===== config.mk =====
export PLATFORM = sky130hd
export DESIGN_NAME = sobol_sched
export DESIGN_NICKNAME = d
export VERILOG_FILES = /design/src/rtl/sobol_sched.sv
export SDC_FILE = /design/constraint.sdc
export NUM_CORES = 1
export LEC_CHECK = 0
export CORE_ASPECT_RATIO = 0.7
export CORE_MARGIN = 2
export CORE_UTILIZATION = 35
export CTS_CLUSTER_DIAMETER = 150
export DETAILED_ROUTE_END_ITERATION = 6
export SETUP_SLACK_MARGIN = 0.15
export SYNTH_ARGS = -nofsm -noshare
export SYNTH_HDL_FRONTEND = slang
export SYNTH_SLANG_ARGS = --single-unit

===== constraint.sdc =====
create_clock -name clk -period 2.3 [get_ports clk]
set_clock_uncertainty 0.1 [all_clocks]
set_input_delay 0.345 -clock clk [delete_from_list [all_inputs] [get_ports clk]]
set_output_delay 0.345 -clock clk [all_outputs]
set_load 0.02 [all_outputs]

===== src/rtl/sobol_sched.sv =====
// Path-major sequencer for the combinational Sobol generator: walks (path, dim)
// over a block of paths and registers each draw into a one-deep valid/ready stage.
module sobol_sched #(
    parameter int M  = 50,
    parameter int DW = $clog2(M)
) (
    input  logic          clk,
    input  logic          rst,
    input  logic          start,
    input  logic          abort,
    input  logic [31:0]   n_base,
    input  logic [31:0]   n_paths,
    output logic [31:0]   sobol_n,
    output logic [DW-1:0] sobol_dim,
    input  logic [31:0]   sobol_in,
    output logic          out_valid,
    input  logic          out_ready,
    output logic [31:0]   out_data,
    output logic [31:0]   out_path,
    output logic [DW-1:0] out_dim,
    output logic          out_last,
    output logic          busy,
    output logic          done
);

    // state | meaning
    // IDLE  | waiting for start
    // RUN   | issuing draws, one per accepted slot
    // DRAIN | final draw loaded, waiting for the consumer to take it
    // DONE  | one-cycle done pulse, then back to IDLE
    typedef enum logic [1:0] {
        IDLE  = 2'd0,
        RUN   = 2'd1,
        DRAIN = 2'd2,
        DONE  = 2'd3
    } state_t;

    state_t        state;
    state_t        state_nxt;
    logic [31:0]   path_ctr;
    logic [DW-1:0] dim_ctr;
    logic [31:0]   remaining;

    logic          accept;
    logic          load;
    logic          clr_out;
    logic          dim_wrap;
    logic          is_last;

    assign dim_wrap  = (dim_ctr == DW'(M - 1));
    assign is_last   = dim_wrap && (remaining == 32'd1);

    assign sobol_n   = path_ctr;
    assign sobol_dim = dim_ctr;
    assign busy      = (state == RUN) || (state == DRAIN);
    assign done      = (state == DONE);

    always_ff @(posedge clk) begin
        if (rst) begin
            state <= IDLE;
        end else begin
            state <= state_nxt;
        end
    end

    // abort outranks both the load in RUN and the handshake exit from DRAIN
    always_comb begin
        state_nxt = state;
        accept    = 1'b0;
        load      = 1'b0;
        clr_out   = 1'b0;
        case (state)
            IDLE: begin
                if (start) begin
                    if (n_paths == 32'd0) begin
                        state_nxt = DONE;
                    end else begin
                        accept    = 1'b1;
                        state_nxt = RUN;
                    end
                end
            end
            RUN: begin
                if (abort) begin
                    clr_out   = 1'b1;
                    state_nxt = IDLE;
                end else if (!out_valid || out_ready) begin
                    load = 1'b1;
                    if (is_last) begin
                        state_nxt = DRAIN;
                    end
                end
            end
            DRAIN: begin
                if (abort) begin
                    clr_out   = 1'b1;
                    state_nxt = IDLE;
                end else if (out_valid && out_ready) begin
                    clr_out   = 1'b1;
                    state_nxt = DONE;
                end
            end
            DONE: begin
                state_nxt = IDLE;
            end
            default: begin
                state_nxt = IDLE;
            end
        endcase
    end

    always_ff @(posedge clk) begin
        if (rst) begin
            path_ctr  <= 32'd0;
            dim_ctr   <= '0;
            remaining <= 32'd0;
            out_valid <= 1'b0;
            out_last  <= 1'b0;
            out_data  <= 32'd0;
            out_path  <= 32'd0;
            out_dim   <= '0;
        end else begin
            if (accept) begin
                path_ctr  <= n_base;
                dim_ctr   <= '0;
                remaining <= n_paths;
            end
            if (load) begin
                out_data  <= sobol_in;
                out_path  <= path_ctr;
                out_dim   <= dim_ctr;
                out_valid <= 1'b1;
                out_last  <= is_last;
                if (dim_wrap) begin
                    dim_ctr   <= '0;
                    path_ctr  <= path_ctr + 32'd1;
                    remaining <= remaining - 32'd1;
                end else begin
                    dim_ctr <= dim_ctr + DW'(1);
                end
            end
            if (clr_out) begin
                out_valid <= 1'b0;
                out_last  <= 1'b0;
            end
        end
    end

endmodule

# Word level (Yosys, flattened, before mapping)
# Index checks and enable logic that the tools add are counted.
# W data, S select, Z words.
# op_classes
addsub,3
reduce_logical,10
muxes,27
n_eq_ne,9
# ops
operator,count
$mux W32,6
$add A32 B1 Y32 const B,1
$eq A32 B1 Y1 const B,1
$logic_not A32 Y1,1
$sub A32 B1 Y32 const B,1
$mux W6,3
$mux W2,7
$mux W1,9
$pmux W2 S4,1
$add A6 B1 Y6 const B,1
$eq A6 B6 Y1 const B,1
$ne A3 B2 Y1 const B,2
$eq A2 B2 Y1 const B,2
$reduce_and A4 Y1,1
$ne A3 B3 Y1 const B,1
$eq A2 B1 Y1 const B,1
$logic_and A1 B1 Y1,2
$logic_not A2 Y1,1
$logic_or A1 B1 Y1,2
$ne A2 B2 Y1 const B,1
$pmux W1 S2,1
$reduce_bool A2 Y1,1
$reduce_or A2 Y1,1
$logic_not A1 Y1,1
# word_totals
input_bits,101
word_cells,58
output_inout_bits,112
reg_bits,144

# Logic depth before layout (Yosys ltp)
# depth
word_depth,7
depth_mapped,9
depth_no_buf,7

# Worst setup path after synthesis
# No wires, ideal clock.
# synth_timing
path_kind,reg2reg
startpoint,reg path_ctr[0] (netlist: sobol_n[0])
endpoint,reg path_ctr[14] (netlist: sobol_n[14])
synth_period_minus_slack_ps,2507
setup_time_ps,74
path_stages_with_launch,7
required_time_ps,2126
path_slack_ps,-207
n_path_buf,0
t_arrival_ps,2333
cell_sequence,dfxtp_1 -> ha_1 -> nand4_1 -> or2_2 -> or4_2 -> or2_2 -> a31oi_1
# synth_via
elab_chain_cells,3
# synth_rtl
item,line,source
"start, declared",40,logic [31:0] path_ctr;
"start signal, assigned",124,path_ctr <= n_base;
"start signal, assigned",136,path_ctr <= path_ctr + 32'd1;
$add A32 B1 Y32,136,
$mux W32,134,if (dim_wrap) begin
$mux W32,128,if (load) begin
# No other way between the ends.
# A chain may end at the register's enable or synchronous reset.

# Final worst setup path
# layout_timing
startpoint,reg path_ctr[8] (netlist: sobol_n[8])
endpoint,reg path_ctr[22] (netlist: sobol_n[22])
# The elaborated chain is that of the path after synthesis.

==> impl_results.rst <==
.. list-table::
   :header-rows: 1

   * - Metric
     - Value
   * - Synthesized netlist net count
     - 1016
   * - Quantity of I/O buffers inserted on ports
     - 212
   * - Transition time at the pin with the least slew margin
     - 0.537 ns
   * - Final critical-path share of the clock period
     - 96.7%
   * - Ys flop type
     - sky130_fd_sc_hd__dfxtp_1
   * - Post-detailed-placement cell area
     - 0.0105 mm²
   * - Sequential element share of the synthesized area
     - 40.7%
   * - Minimum hold slack
     - 0.138 ns
   * - Data required time at the worst endpoint
     - 2.56 ns
   * - Starting Density
     - 35.8%
   * - Destination of the worst hold path
     - sobol_n[25]$_SDFF_PP0_
   * - Crit Path Category
     - flop to flop
   * - Final wirelength
     - 29.8 mm
   * - Critical path's slowest cell
     - sky130_fd_sc_hd__or4_4
   * - Critical path fanouts, max
     - 7
   * - Worst Reg-to-Reg Cells
     - 5
   * - Violation count after the first detailed-route iteration
     - 823
   * - Number of non-filler instances in the completed layout
     - 1549
   * - Total power per unit cell area
     - 885 mW/mm²
   * - Antenna violations before repair
     - 1
   * - Floorplan row count
     - 43
   * - Routed len/inst
     - 19.3 µm
   * - Floorplan die area
     - 0.0214 mm²
   * - Weighted congestion reported at the end of routability-driven placement
     - 0.884
   * - H-tree depth reported by CTS
     - 4
   * - CP cell instances
     - nand4_4, or4_4, or2_4, or4_1, a31oi_1
   * - Post-detailed-route count of antenna-violating nets
     - 0
   * - Via count normalized by instance count
     - 5.61
   * - GRT Util Overall
     - 25.5%
   * - Setup_tns
     - 0 ns
   * - Total of endpoints with negative setup slack in the final report
     - 0
   * - Area contributors post-synth
     - sky130_fd_sc_hd__dfxtp_1 41%, sky130_fd_sc_hd__nand2_1 9.5%, sky130_fd_sc_hd__a21oi_1 6.5%
   * - Yosys synthesis warning count
     - 0
   * - Register-to-register setup slack
     - 0.08 ns
   * - Placed cell count
     - 1458
   * - Kind of end point of the critical path
     - flop
   * - Slew HR
     - 64.2%
   * - Hold WC Path Type
     - primary input to flop
   * - Minimum setup slack after placement
     - -0.401 ns
   * - Number of global-route vias before repair
     - 7776
   * - Deepest clock path buffer count
     - 2
   * - Share of post-route cells with drive strength above 1
     - 28.3%
   * - Area delta synth->final
     - 74.0%
   * - Post-layout util
     - 62.2%
   * - Synthesized netlist cell count
     - 905
   * - Post-synth top area share
     - 40.7%
   * - HP Start
     - rst
   * - Worst Path Arrival
     - 2.48 ns
   * - Number of flops mapped to enable cells by yosys
     - 0
   * - Met1 track demand over resource
     - 38.4%
   * - Vias post-DR
     - 8695
   * - Clock root cell
     - sky130_fd_sc_hd__clkbuf_16
   * - Kind of start point of the critical path
     - flop
   * - Pin count of the biggest net entering global routing
     - 51
   * - Most congested layer reported by global routing
     - met1
   * - Number of cells on the worst hold path
     - 2
   * - Number of design rule violations left after detail routing
     - 0
   * - Met2 Usage GRT
     - 34.9%
   * - Share of flip-flops with an asynchronous set or reset after synthesis
     - 0%
   * - Highest Clock Rate
     - 0.449 GHz
   * - Post-synthesis register bit count
     - 144
   * - Area of the placeable core
     - 0.0198 mm²
   * - Distinct cell type count of the synthesized netlist
     - 61
   * - Die height
     - 123 µm
   * - RSZ-0062 raised after global routing
     - yes
   * - Overall power consumption
     - 10.9 mW
   * - Global-route wire length before repair
     - 43.0 mm
   * - Startpoint of the worst-slack reg-to-reg timing path
     - sobol_n[8]$_SDFF_PP0_
   * - Final HPWL from detailed placement
     - 20.1 mm
   * - Shortest period the worst path allows
     - 2.22 ns
   * - Floorplan die width
     - 174 µm
   * - Global-route congestion overflow total
     - 0
   * - Cell type with the largest total area after synthesis
     - sky130_fd_sc_hd__dfxtp_1
   * - Peak supply drop
     - 0.000459 V
   * - # IOs
     - 213
   * - Area of all placed cells without fillers
     - 0.0123 mm²
   * - Run status
     - completed
   * - TritonCTS clock tree
     - done
   * - Leakage power total
     - 4.52 nW
   * - Post-Synthesis Cell Area
     - 0.00708 mm²
   * - Number of pins exceeding their max-slew limit in the final report
     - 0
   * - CTS clk-pin slew, worst paths
     - 0.07 ns
   * - Post-Synthesis Mean Instance Area
     - 7.83 µm²
   * - Reg2Reg Capture Point
     - sobol_n[22]$_SDFF_PP0_
   * - Peak per-stage delay on the critical path
     - 0.57 ns
   * - Total CTS buffers
     - 17
   * - Final critical-path setup slack
     - 0.0752 ns
   * - Clock Latency Late Sink
     - 0.43 ns
   * - MaxCap Viol Count
     - 0
   * - Most used standard cell by instance count after synthesis
     - sky130_fd_sc_hd__nand2_1
   * - Final #Nets
     - 1376
   * - Filler Cell Count
     - 1753
   * - Most frequent cells after synthesis
     - 179 x sky130_fd_sc_hd__nand2_1, 144 x sky130_fd_sc_hd__dfxtp_1, 92 x sky130_fd_sc_hd__a21oi_1
   * - Met3 GRT Util
     - 8.39%
   * - Detailed-routing iteration count for the pre-antenna-repair pass
     - 5
   * - Count of endpoints failing hold in the final timing report
     - 0
   * - Number of clock sinks seen by CTS
     - 144
-- timing repair --
item	4_1_cts	5_1_grt
hold buffers	0	0
resized for setup	50	101
setup buffers	21	31
pin swaps	23	60
gates cloned	0	6
endpoints found under the setup margin	41	74
-- cell usage in the layout (no fill, tap or decap), types with 7 or more instances in the layout --
cell type,count
sky130_fd_sc_hd__nor2_1,27
sky130_fd_sc_hd__inv_1,7
sky130_fd_sc_hd__clkbuf_16,20
sky130_fd_sc_hd__or3_1,18
sky130_fd_sc_hd__clkdlybuf4s50_1,203
sky130_fd_sc_hd__dfxtp_1,114
sky130_fd_sc_hd__inv_6,7
sky130_fd_sc_hd__o31a_1,7
sky130_fd_sc_hd__dlymetal6s2s_1,7
sky130_fd_sc_hd__or2_4,11
sky130_fd_sc_hd__nand2_1,175
sky130_fd_sc_hd__buf_6,24
sky130_fd_sc_hd__nor3_1,23
sky130_fd_sc_hd__nand4_1,22
sky130_fd_sc_hd__and3_1,17
sky130_fd_sc_hd__o221ai_1,18
sky130_fd_sc_hd__o221ai_2,7
sky130_fd_sc_hd__a31oi_1,37
sky130_fd_sc_hd__nor4_1,13
sky130_fd_sc_hd__or4_1,7
sky130_fd_sc_hd__a21oi_1,91
sky130_fd_sc_hd__dfxtp_4,10
sky130_fd_sc_hd__buf_12,8
sky130_fd_sc_hd__o211ai_1,14
sky130_fd_sc_hd__nand3_1,50
sky130_fd_sc_hd__dfxtp_2,20
sky130_fd_sc_hd__buf_8,7
sky130_fd_sc_hd__a211oi_1,12
sky130_fd_sc_hd__buf_4,155
sky130_fd_sc_hd__o21ai_0,7
sky130_fd_sc_hd__nor4_2,11
-- worst max-delay path by stage --
stage	start	endpoint	cells after the start	slack, ns
2_1_floorplan	sobol_n[1]$_SDFF_PP0_	sobol_n[14]$_SDFF_PP0_	6	0.1
3_3_place_gp	abort	sobol_n[29]$_SDFF_PP0_	7	-0.40
3_5_place_dp	abort	sobol_n[13]$_SDFF_PP0_	7	-0.40
4_1_cts	sobol_dim[3]$_SDFFE_PP0P_	sobol_n[14]$_SDFF_PP0_	6	0.04
5_1_grt	state[1]$_SDFFE_PP0P_	sobol_n[31]$_SDFF_PP0_	9	-0.01
6_report	sobol_n[8]$_SDFF_PP0_	sobol_n[22]$_SDFF_PP0_	5	0.08
-- critical path: cells and delay by family, from the launching register on --
family | cells | cell delay [ns]
AO/OA/AOI/OAI | 1 | 0.17
flip-flops | 1 | 0.39
AND/OR/NAND/NOR | 4 | 1.49
-- metal layers --
layer  share of wire (%)  vias to the layer above  routed length, µm
met5                   0                        -                  0
met4                 1.0                        0                307
met3                  11                       36               3160
met2                  41                      416              12200
met1                  48                     4153              14200
li1                    -                     4090                  -
-- sequential cells by signal, indices dropped and copies added (netlist names), 2 cells and up --
| name | count |
|---|---|
| remaining | 32 |
| out_dim | 6 |
| state | 2 |
| sobol_n | 32 |
| sobol_dim | 6 |
| out_path | 32 |
| out_data | 32 |
-- where the power goes --
group          total [mW]  switching [mW]  internal [mW]
clock network        2.90            1.23           1.67
registers            3.27           0.382           2.89
logic                4.72            2.49           2.23
total                10.9            4.10           6.79
-- cell families after synthesis --
group	after synthesis	share of synthesized area (%)
AOI/OAI and AO/OA	228	21.2
DFF	144	40.7
and+or+nand+nor	442	31.5
adders and majority gates	10	1.77
xor gates and xnor gates	4	0.495
muxes	1	0.141
buffers and inverters	76	4.15
-- cell type report --
type,instances,area (µm²),share of cell area [%]
diodes,1,2.50,0.0203
multi-input cells,685,4490,36.4
clock buffers,18,439,3.56
inverters,9,33.8,0.274
flip-flops and latches,144,2950,23.9
well taps,270,338,2.74
clock inverters,14,168,1.36
repair buffers,408,3900,31.7
Power figures use the tool's default switching activity.
